`src/rtl/core_sequencer.sv`:
```
// Instruction sequencer for the 2-bit state processor core: buffers {i1,i0} words and issues one per cycle.
// Latency: a head entry visible in RUN drives core_clk_en the same cycle; the core updates on the next edge.
// Backpressure: in_ready = !full, with no push into a full FIFO even when a pop happens in the same cycle.
//
// Ports: clk/rst_n (async active-low); start/stop/step_mode control the FSM;
// halt_en/halt_state/core_state select halt-on-match; in_valid/in_instr/in_ready form the push side;
// core_clk_en/core_i1/core_i0 drive the core; busy/halted/issue_cnt/fifo_level report status.
// Build option: define SEQ_FLUSH_ON_STOP_EN so that stop also empties the FIFO. A push in the same cycle is dropped.

// Small synchronous FIFO with a registered occupancy count.
// Latency: an entry pushed on one edge is visible at the head after that edge (no empty bypass).
// Backpressure: push_rdy = !full. Flush has priority over both push and pop.
module seq_fifo #(
    parameter int DEPTH = 4,
    parameter int W     = 2
) (
    input  logic                   clk,
    input  logic                   rst_n,
    input  logic                   flush,
    input  logic                   push_vld,
    input  logic [W-1:0]           push_dat,
    output logic                   push_rdy,
    input  logic                   pop,
    output logic [W-1:0]           head_dat,
    output logic                   head_vld,
    output logic [$clog2(DEPTH):0] level
);
    localparam int AW = $clog2(DEPTH);
    localparam int LW = AW + 1;

    logic [W-1:0]  mem [DEPTH];
    logic [AW-1:0] wr_ptr;
    logic [AW-1:0] rd_ptr;
    logic          full;
    logic          empty;
    logic          do_push;
    logic          do_pop;

    assign full     = (level == LW'(DEPTH));
    assign empty    = (level == '0);
    assign push_rdy = !full;
    assign head_vld = !empty;
    assign head_dat = empty ? '0 : mem[rd_ptr];

    // The full check uses the current level only, so a same-cycle pop does not free a slot.
    assign do_push = push_vld && !full && !flush;
    assign do_pop  = pop && !empty && !flush;

    // DEPTH is a power of two, so the pointers wrap naturally.
    always_ff @(posedge clk or negedge rst_n) begin
        if (!rst_n) begin
            wr_ptr <= '0;
            rd_ptr <= '0;
            level  <= '0;
        end else if (flush) begin
            wr_ptr <= '0;
            rd_ptr <= '0;
            level  <= '0;
        end else begin
            if (do_push) wr_ptr <= wr_ptr + 1'b1;
            if (do_pop)  rd_ptr <= rd_ptr + 1'b1;
            case ({do_push, do_pop})
                2'b10:   level <= level + 1'b1;
                2'b01:   level <= level - 1'b1;
                default: level <= level;
            endcase
        end
    end

    // Storage needs no reset: head_dat is masked while the FIFO is empty.
    always_ff @(posedge clk) begin
        if (do_push) mem[wr_ptr] <= push_dat;
    end
endmodule

module core_sequencer #(
    parameter int DEPTH = 4,
    parameter int CNT_W = 8
) (
    input  logic                   clk,
    input  logic                   rst_n,
    input  logic                   start,
    input  logic                   stop,
    input  logic                   step_mode,
    input  logic                   halt_en,
    input  logic [1:0]             halt_state,
    input  logic                   in_valid,
    input  logic [1:0]             in_instr,
    output logic                   in_ready,
    input  logic [1:0]             core_state,
    output logic                   core_clk_en,
    output logic                   core_i1,
    output logic                   core_i0,
    output logic                   busy,
    output logic                   halted,
    output logic [CNT_W-1:0]       issue_cnt,
    output logic [$clog2(DEPTH):0] fifo_level
);
    typedef enum logic [1:0] {
        S_IDLE = 2'd0,
        S_RUN  = 2'd1,
        S_HALT = 2'd2
    } state_t;

    state_t     state;
    logic       issued_q;
    logic       halt_hit;
    logic       issue;
    logic       flush;
    logic [1:0] head_dat;
    logic       head_vld;

`ifdef SEQ_FLUSH_ON_STOP_EN
    assign flush = stop;
`else
    assign flush = 1'b0;
`endif

    seq_fifo #(
        .DEPTH (DEPTH),
        .W     (2)
    ) u_fifo (
        .clk      (clk),
        .rst_n    (rst_n),
        .flush    (flush),
        .push_vld (in_valid),
        .push_dat (in_instr),
        .push_rdy (in_ready),
        .pop      (issue),
        .head_dat (head_dat),
        .head_vld (head_vld),
        .level    (fifo_level)
    );

    // A match only counts after an instruction has actually gone into the core.
    // issued_q is therefore clear on HALT entry, so a restart does not re-halt
    // immediately on the same stale core state.
    assign halt_hit = halt_en && issued_q && (core_state == halt_state);
    assign issue    = (state == S_RUN) && head_vld && !halt_hit && !stop;

    assign core_clk_en        = issue;
    assign {core_i1, core_i0} = head_dat;
    assign busy               = (state == S_RUN);
    assign halted             = (state == S_HALT);

    always_ff @(posedge clk or negedge rst_n) begin
        if (!rst_n) begin
            state     <= S_IDLE;
            issued_q  <= 1'b0;
            issue_cnt <= '0;
        end else begin
            issued_q <= issue;

            // The counter cannot clear and increment in the same cycle: no issue happens in IDLE.
            if (issue && (issue_cnt != {CNT_W{1'b1}}))
                issue_cnt <= issue_cnt + 1'b1;

            case (state)
                S_IDLE: begin
                    if (!stop && start) begin
                        state     <= S_RUN;
                        issue_cnt <= '0;
                    end
                end
                S_RUN: begin
                    if (stop)
                        state <= S_IDLE;
                    else if (halt_hit)
                        state <= S_HALT;
                    else if (step_mode && issue)
                        state <= S_IDLE;
                end
                S_HALT: begin
                    // Resuming keeps issue_cnt, so a halted run counts as one run.
                    if (stop)
                        state <= S_IDLE;
                    else if (start)
                        state <= S_RUN;
                end
                default: state <= S_IDLE;
            endcase
        end
    end
endmodule

```
`config.mk`:
```
export PLATFORM = sky130hd
export DESIGN_NAME = core_sequencer
export DESIGN_NICKNAME = d
export VERILOG_FILES = /design/src/rtl/core_sequencer.sv
export SDC_FILE = /design/constraint.sdc
export NUM_CORES = 1
export LEC_CHECK = 0
export CORE_MARGIN = 1.5
export CORE_UTILIZATION = 23
export CTS_BUF_LIST = sky130_fd_sc_hd__clkbuf_8 sky130_fd_sc_hd__clkbuf_16
export DETAILED_ROUTE_END_ITERATION = 10
export DONT_BUFFER_PORTS = 1
export HOLD_SLACK_MARGIN = 0.15
export SLEW_MARGIN = 20
export SYNTH_ARGS = -nofsm -noshare
export SYNTH_HDL_FRONTEND = slang
export SYNTH_SLANG_ARGS = --single-unit
```
`constraint.sdc`:
```
create_clock -name clk -period 2.95 [get_ports clk]
set_clock_uncertainty 0.2 [all_clocks]
set_input_delay 0 -clock clk [delete_from_list [all_inputs] [get_ports clk]]
set_output_delay 0 -clock clk [all_outputs]
set_load 0.01 [all_outputs]
```
======== After elaboration in Yosys (flattened, before gate mapping) ========
Memories as Yosys holds them, arrays and structs flattened.
Index checks and enable logic that the tools add are counted.
W data, S select, Z words.
storage, ports and cells
  register bits after elaboration ......... 18
  memory bits (writable) .................. 8
  input port bits ......................... 13
  output and inout port bits .............. 17
  logic and storage cells ................. 54
  memories ................................ 1
operators by class
  $add $sub $neg .......................... 5
  equality and inequality tests ........... 10
  multiplexer cells ....................... 14
  reductions and logical operators ........ 18
memories
  memory      depth  width  rd ports  clocked after memory_dff  write ports  line  RTL
  u_fifo.mem  4      2      1         0                         1            31    logic [W-1:0] mem [DEPTH];
operators by type and width
  operator               number
  $mux W8                3
  $mux W2                7
  $logic_and A1 B1 Y1    10
  $add A8 B1 Y8 const B  1
  $ne A8 B8 Y1 const B   1
  $pmux W2 S3            1
  $pmux W3 S2            1
  $add A2 B1 Y2 const B  2
  $eq A2 B1 Y1 const B   2
  $eq A2 B2 Y1 const B   2
  $logic_not A1 Y1       4
  $ne A4 B2 Y1 const B   1
  $add A3 B1 Y3 const B  1
  $eq A3 B3 Y1 const B   1
  $logic_not A3 Y1       1
  $ne A3 B3 Y1 const B   1
  $reduce_and A3 Y1      1
  $sub A3 B1 Y3 const B  1
  $eq A2 B2 Y1           1
  $logic_not A2 Y1       1
  $mux W1                2
  $ne A2 B2 Y1 const B   1
  $reduce_bool A2 Y1     1

======== Depth between registers and ports, before layout ========
  depth in word-level cells ............... 10
  depth in mapped cells ................... 10
  depth with buffers taken out ............ 10

======== By module ========
Synthesis repeated with hierarchy kept, for this count alone.
second synthesis, totals
  cells, all modules ...................... 143
  area, all modules ....................... 1,467.7 um^2
modules (own cells, without submodules)
  module          times used  cells an instance  area an instance (um^2)  sequential area each (um^2)
  seq_fifo        1           74                 828.3                    415.4
  core_sequencer  1           69                 639.4                    275.3

======== Worst setup path after synthesis ========
No wires, ideal clock.
  kind .................................... reg2reg
  from .................................... reg u_fifo.level[0]
  to ...................................... reg u_fifo.level[2]
  library setup time ...................... 0.079 ns
  data arrival time ....................... 1.979 ns
  required time ........................... 2.671 ns
  path slack .............................. 0.691 ns
  stages on the path, launching flop included .. 11
  buffers on the path ..................... 0
  clock period less this slack ............ 2.259 ns
  cells stage by stage .................... dfrtp_1 > inv_1 > nand3_1 > and2_1 > inv_1 > ha_1 > inv_1 > fa_1 > xor2_1 > nor2_1 > xor2_1
between the ends
  elaborated cells on any way between the ends .. 15
  classes of those cells .................. add/sub: 2; eq/ne: 3; mux: 1; reduce/logical: 9
RTL lines
  item                                                      line  RTL
  start: declaration                                        26    output logic [$clog2(DEPTH):0] level
  start signal: assignment                                  63    2'b10: level <= level + 1'b1;
  start signal: assignment                                  64    2'b01: level <= level - 1'b1;
  start signal: assignment                                  65    default: level <= level;
  $eq A3 B3 Y1 (*)                                          39    assign full = (level == LW'(DEPTH));
  $logic_not A1 Y1 (*)                                      n/a
  via in_ready                                              89    output logic in_ready,
  $logic_and A1 B1 Y1 (*)                                   46    assign do_push = push_vld && !full && !flush;
  $eq A2 B1 Y1 / $eq A2 B2 Y1 (equally long branches)       62    case ({do_push, do_pop})
  $pmux W3 S2 / $reduce_bool A2 Y1 (equally long branches)  n/a
Mark *: on every way through the listed nets, which the timed path passes. The rest lies on a longest branch.
A chain may end at the register's enable or synchronous reset.

======== Final worst setup path ========
  from .................................... reg u_fifo.level[2]
  to ...................................... reg state[0]
between the ends
  word-level cells in the longest chain between the ends .. 8
ends and longest elaborated chain
  item                                line  RTL
  $logic_not A3 Y1                    40    assign empty = (level == '0);
  $logic_not A1 Y1                    42    assign head_vld = !empty;
  $logic_and A1 B1 Y1 (3 in series)   139   assign issue = (state == S_RUN) && head_vld && !halt_hit && !stop;
  $logic_and A1 B1 Y1                 170   else if (step_mode && issue)
  $ne A4 B2 Y1 (no source line)       n/a
  $reduce_and A3 Y1 (no source line)  n/a
  end signal: assignment              169   state <= S_HALT;
  end signal: assignment              171   state <= S_IDLE;
  end signal: assignment              176   state <= S_IDLE;
  end: declaration                    105   state_t state;
Every way passes these cells.

==> results summary <==
The fmax is 376 MHz. The CTS clock-pin slew for the worst setup and hold paths is 0.09 ns. The required time of the worst setup path is 2.95 ns. Setup repair after global routing left no endpoint under its margin. The antenna cell count is 0. Detailed placement finished with a half-perimeter wire length of 2.08 mm. The number of levels in the clock H-tree came out at 1. Dividing total power by cell area gives a power density of 684 mW/mm2. The maximum vdd ir drop came out at 0.000271 V. The delay contributed by the slowest stage of the critical path came out at 0.57 ns. The detail-routed via count per cell came out at 4.35. The starting density of the core is 24.3%.

Across the run, the number of max-cap violations was 0. The cell area after synthesis is 0.00136 mm2. In this run the cell area measured after placement is 0.00146 mm2. The first-pass GRT wire length is 4.71 mm. The minimum setup slack in the final design is 0.292 ns. Routability-driven placement finished with a final weighted congestion of 0.733.

The largest net degree at the start of global routing is 19. The startpoint identified for the worst register-to-register timing path is u_fifo.level[2]$_DFFE_PN0P_. The critical path goes through or3_4, a21oi_1, dlygate4sd3_1, a2bb2oi_1, dlygate4sd3_1, nor2_1. In this run the mean area of a mapped cell was 12.2 um2. The number of antenna violations at the first check in global routing is 0. For this design, the slowest cell found on the critical path is sky130_fd_sc_hd__dlygate4sd3_1. The number of endpoints with negative hold slack in the final report is 0.

The commonest non-fill, non-tap cell in the layout is sky130_fd_sc_hd__dfrtp_1. The cell count after placement is 185. The via count of the first global-routing pass came out at 904.

The growth of design area from synthesis to finish is 20.0%. Synthesis produced 112 cells. For hold timing, the worst endpoint is issue_cnt[6]$_DFF_PN0_. The number of max-slew violations in the final report was 0.

Clock latency on the worst-skew pair, taken at its later pin, is 0.27 ns. The worst register-to-register path ends at state[0]$_DFFE_PN0P_. The cell type with the highest occurrence count on the critical path is sky130_fd_sc_hd__dlygate4sd3_1. The count of nets left with antenna violations after detail routing is 0.

The biggest fanout along the worst timing path came out at 6. The number of search-and-repair iterations in the first detailed-routing pass is 4. In the final routed layout, each cell accounts on average for 14.2 um. The post-synthesis register bit count is 26. The headroom to the max-slew limit is 42.2%. After global routing the overflow that remains totals 0. Clock tree synthesis selected as its root buffer the cell sky130_fd_sc_hd__clkbuf_8. For the final routed database, the setup TNS stands at 0 ns. The detailed router finished its first iteration with 37 violations. After the last flow step, the layout net total stands at 151. The analysis attributes to cell leakage a power of 0.683 nW. After layout, the minimum clock period comes to 2.66 ns.

The number of port buffers came out at 0. In this run, distinct cell masters in the synthesized netlist total 34. The worst slack after detailed placement is 0.450 ns.

The clock tree from TritonCTS is yes. The number of rows created at floorplan came out at 27. The die covers 0.00639 mm2.

The flow ran to the end, and the final reports show no timing, DRC or antenna violations. The start point of the worst hold path is halt_en. The final standard cell count with taps included and fillers excluded came out at 202. The number of sinks handled by clock tree synthesis came out at 26. The core region is 0.00561 mm2. The detailed router placed 879 vias in this run. The share of synthesized cell area in and, or, nand and nor gates is 21.2%. The post-synth net total is 132. The final number of setup-violating endpoints is 0.

The number of I/O pins came out at 30. The data arrival time of the critical path is 2.66 ns. The worst setup path is captured at a flop. The share of the synthesized netlist area taken by xor and xnor gates came out at 7.72%. The routed design has 2.88 mm of wire.

The number of cells on the worst reg-to-reg path is 6. Summing the areas of all compound-gate instances in the mapped netlist gives 5.61% of the synthesized area. The global-route usage over all layers is 9.78%. The horizontal extent of the die came out at 79.9 um. The slew of the pin with the lowest slew margin came out at 0.865 ns. The die outline height is 79.9 um.

The share of cells above drive strength 1 came out at 10.8%. For this run, the number of Yosys warnings is 0. Summing the sequential cell areas from Yosys gives 50.7% of the chip area.

The critical path is of the reg2reg type. STA classifies the critical path startpoint as a flop. In the layout the commonest cells are sky130_fd_sc_hd__dfrtp_1 (18), sky130_fd_sc_hd__dlygate4sd3_1 (13), sky130_fd_sc_hd__nand2_1 (11). The final cycle utilization of the critical path came out at 90.1%. The type of the worst min-delay path is in2reg. Measured against the total synthesized area, the mux share comes to 5.51%.

The maximum root-to-sink buffer count came out at 2. The post-route cell area came out at 0.00163 mm2. The worst hold path passes through 5 cells. Of the total synthesized cell area, the portion taken by full adders, half adders and majority gates is 6.99%.

By area, the combinational part of the netlist is dominated by simple AND/OR/NAND/NOR gates. The flop-to-flop setup slack came out at 0.29 ns. The TritonCTS buffer count came out at 3. The number of DRC violations after detailed routing is 0.
[sequential cells by signal, indices dropped and copies added, names as in the netlist]
register / flops
issue_cnt: 8
issued_q: 1
state: 2
u_fifo.level: 3
u_fifo.mem: 8
u_fifo.rd_ptr: 2
u_fifo.wr_ptr: 2
[power breakdown]
part | switching, mW | internal, mW | leakage [nW]
sequential | 0.0995 | 0.461 | 0.307
clock | 0.114 | 0.0932 | 0.0269
combinational | 0.180 | 0.172 | 0.350
[critical path, delay by kind of cell, from the launching register on]
kind                   cells  cell delay, ns
and+or+nand+nor            2            0.55
DFF                        1            0.48
buffers and inverters      2            1.13
AOI/OAI and AO/OA          2            0.23
[synth_stat cells]
master | n | area (um2)
sky130_fd_sc_hd__or4_1 | 1 | 7.51
sky130_fd_sc_hd__a2bb2oi_1 | 1 | 8.76
sky130_fd_sc_hd__a21oi_1 | 3 | 15.0
sky130_fd_sc_hd__o21ai_0 | 2 | 10.0
sky130_fd_sc_hd__mux4_2 | 2 | 45.0
sky130_fd_sc_hd__a22oi_1 | 1 | 7.51
sky130_fd_sc_hd__inv_1 | 8 | 30.0
sky130_fd_sc_hd__nor4bb_1 | 1 | 10.0
sky130_fd_sc_hd__nor3_4 | 1 | 16.3
sky130_fd_sc_hd__and2b_4 | 1 | 10.0
sky130_fd_sc_hd__nor2b_1 | 1 | 6.26
sky130_fd_sc_hd__nor4bb_4 | 1 | 25.0
sky130_fd_sc_hd__nor4_2 | 1 | 12.5
sky130_fd_sc_hd__or3_4 | 1 | 11.3
sky130_fd_sc_hd__fa_1 | 1 | 20.0
sky130_fd_sc_hd__nand4_1 | 2 | 12.5
sky130_fd_sc_hd__nand2_1 | 11 | 41.3
sky130_fd_sc_hd__a31o_1 | 1 | 8.76
sky130_fd_sc_hd__dfrtp_1 | 18 | 450
sky130_fd_sc_hd__nor3_1 | 2 | 10.0
sky130_fd_sc_hd__and4_1 | 1 | 8.76
sky130_fd_sc_hd__o2111ai_4 | 1 | 26.3
sky130_fd_sc_hd__and3_1 | 5 | 31.3
sky130_fd_sc_hd__nor2_1 | 8 | 30.0
sky130_fd_sc_hd__xnor2_1 | 7 | 61.3
sky130_fd_sc_hd__xor2_1 | 5 | 43.8
sky130_fd_sc_hd__edfxtp_1 | 8 | 240
sky130_fd_sc_hd__and2_1 | 3 | 18.8
sky130_fd_sc_hd__nand3_1 | 2 | 10.0
sky130_fd_sc_hd__nor2_2 | 1 | 6.26
sky130_fd_sc_hd__ha_1 | 6 | 75.1
sky130_fd_sc_hd__mux2i_1 | 3 | 30.0
sky130_fd_sc_hd__nor4b_2 | 1 | 15.0
sky130_fd_sc_hd__nor4_1 | 1 | 6.26
[kinds of logic (layout without fill, tap and decap cells)]
logic type,after synthesis,count (layout)
muxes,5,5
adders and majority gates,7,7
and+or+nand+nor,45,45
xor gates and xnor gates,12,12
AOI/OAI and AO/OA,9,9
buffers and inverters,8,26
DFF,26,26
[cell type report]
cell class | instances | area, um2
multi-input combinational | 78 | 641
sequential | 26 | 691
inverter | 8 | 30.0
clock buffer | 3 | 41.3
tap | 72 | 90.1
fill | 600 | 3970
clock inverter | 1 | 3.75
timing repair buffer | 14 | 138
[how the worst max path moves through the flow]
stage / startpoint / end / slack (ns) / cells after the start
finish: u_fifo.level[2]$_DFFE_PN0P_ / state[0]$_DFFE_PN0P_ / 0.29 / 6
global route: u_fifo.level[2]$_DFFE_PN0P_ / state[0]$_DFFE_PN0P_ / 0.18 / 6
CTS: u_fifo.level[2]$_DFFE_PN0P_ / state[0]$_DFFE_PN0P_ / 0.34 / 6
detailed placement: u_fifo.level[0]$_DFFE_PN0P_ / u_fifo.level[2]$_DFFE_PN0P_ / 0.45 / 10
global placement: u_fifo.level[2]$_DFFE_PN0P_ / u_fifo.level[2]$_DFFE_PN0P_ / 0.48 / 8
floorplan: u_fifo.level[0]$_DFFE_PN0P_ / u_fifo.level[2]$_DFFE_PN0P_ / 0.69 / 10
[timing repair]
item                      in CTS  in global routing
hold buffers                  13                  0
gates resized for setup        0                  0
hold endpoints to repair      52                  0
buffers inserted               0                  0
[stage by stage]
step	total power [mW]	hold WS, ns	utilization [%]
3_3_place_gp	0.896	-0.495	26.0
6_report	1.12	0.176	29.1
4_1_cts	1.14	0.165	29.1
5_1_grt	1.21	0.258	29.1
3_5_place_dp	0.905	-0.495	26.0
2_1_floorplan	0.818	-0.496	-
[routing by layer]
| layer | routed length, um | share of wire (%) | GRT usage [%] | vias up |
|---|---|---|---|---|
| li1 | - | - | - | 429 |
| met1 | 1190 | 41 | 11.0 | 428 |
| met2 | 1470 | 51 | 17.1 | 20 |
| met3 | 198 | 6.9 | 4.11 | 2 |
| met4 | 15 | 0.52 | 2.07 | 0 |
| met5 | 0 | 0 | 0 | - |
No activity file was read; power rests on OpenSTA's default activity.
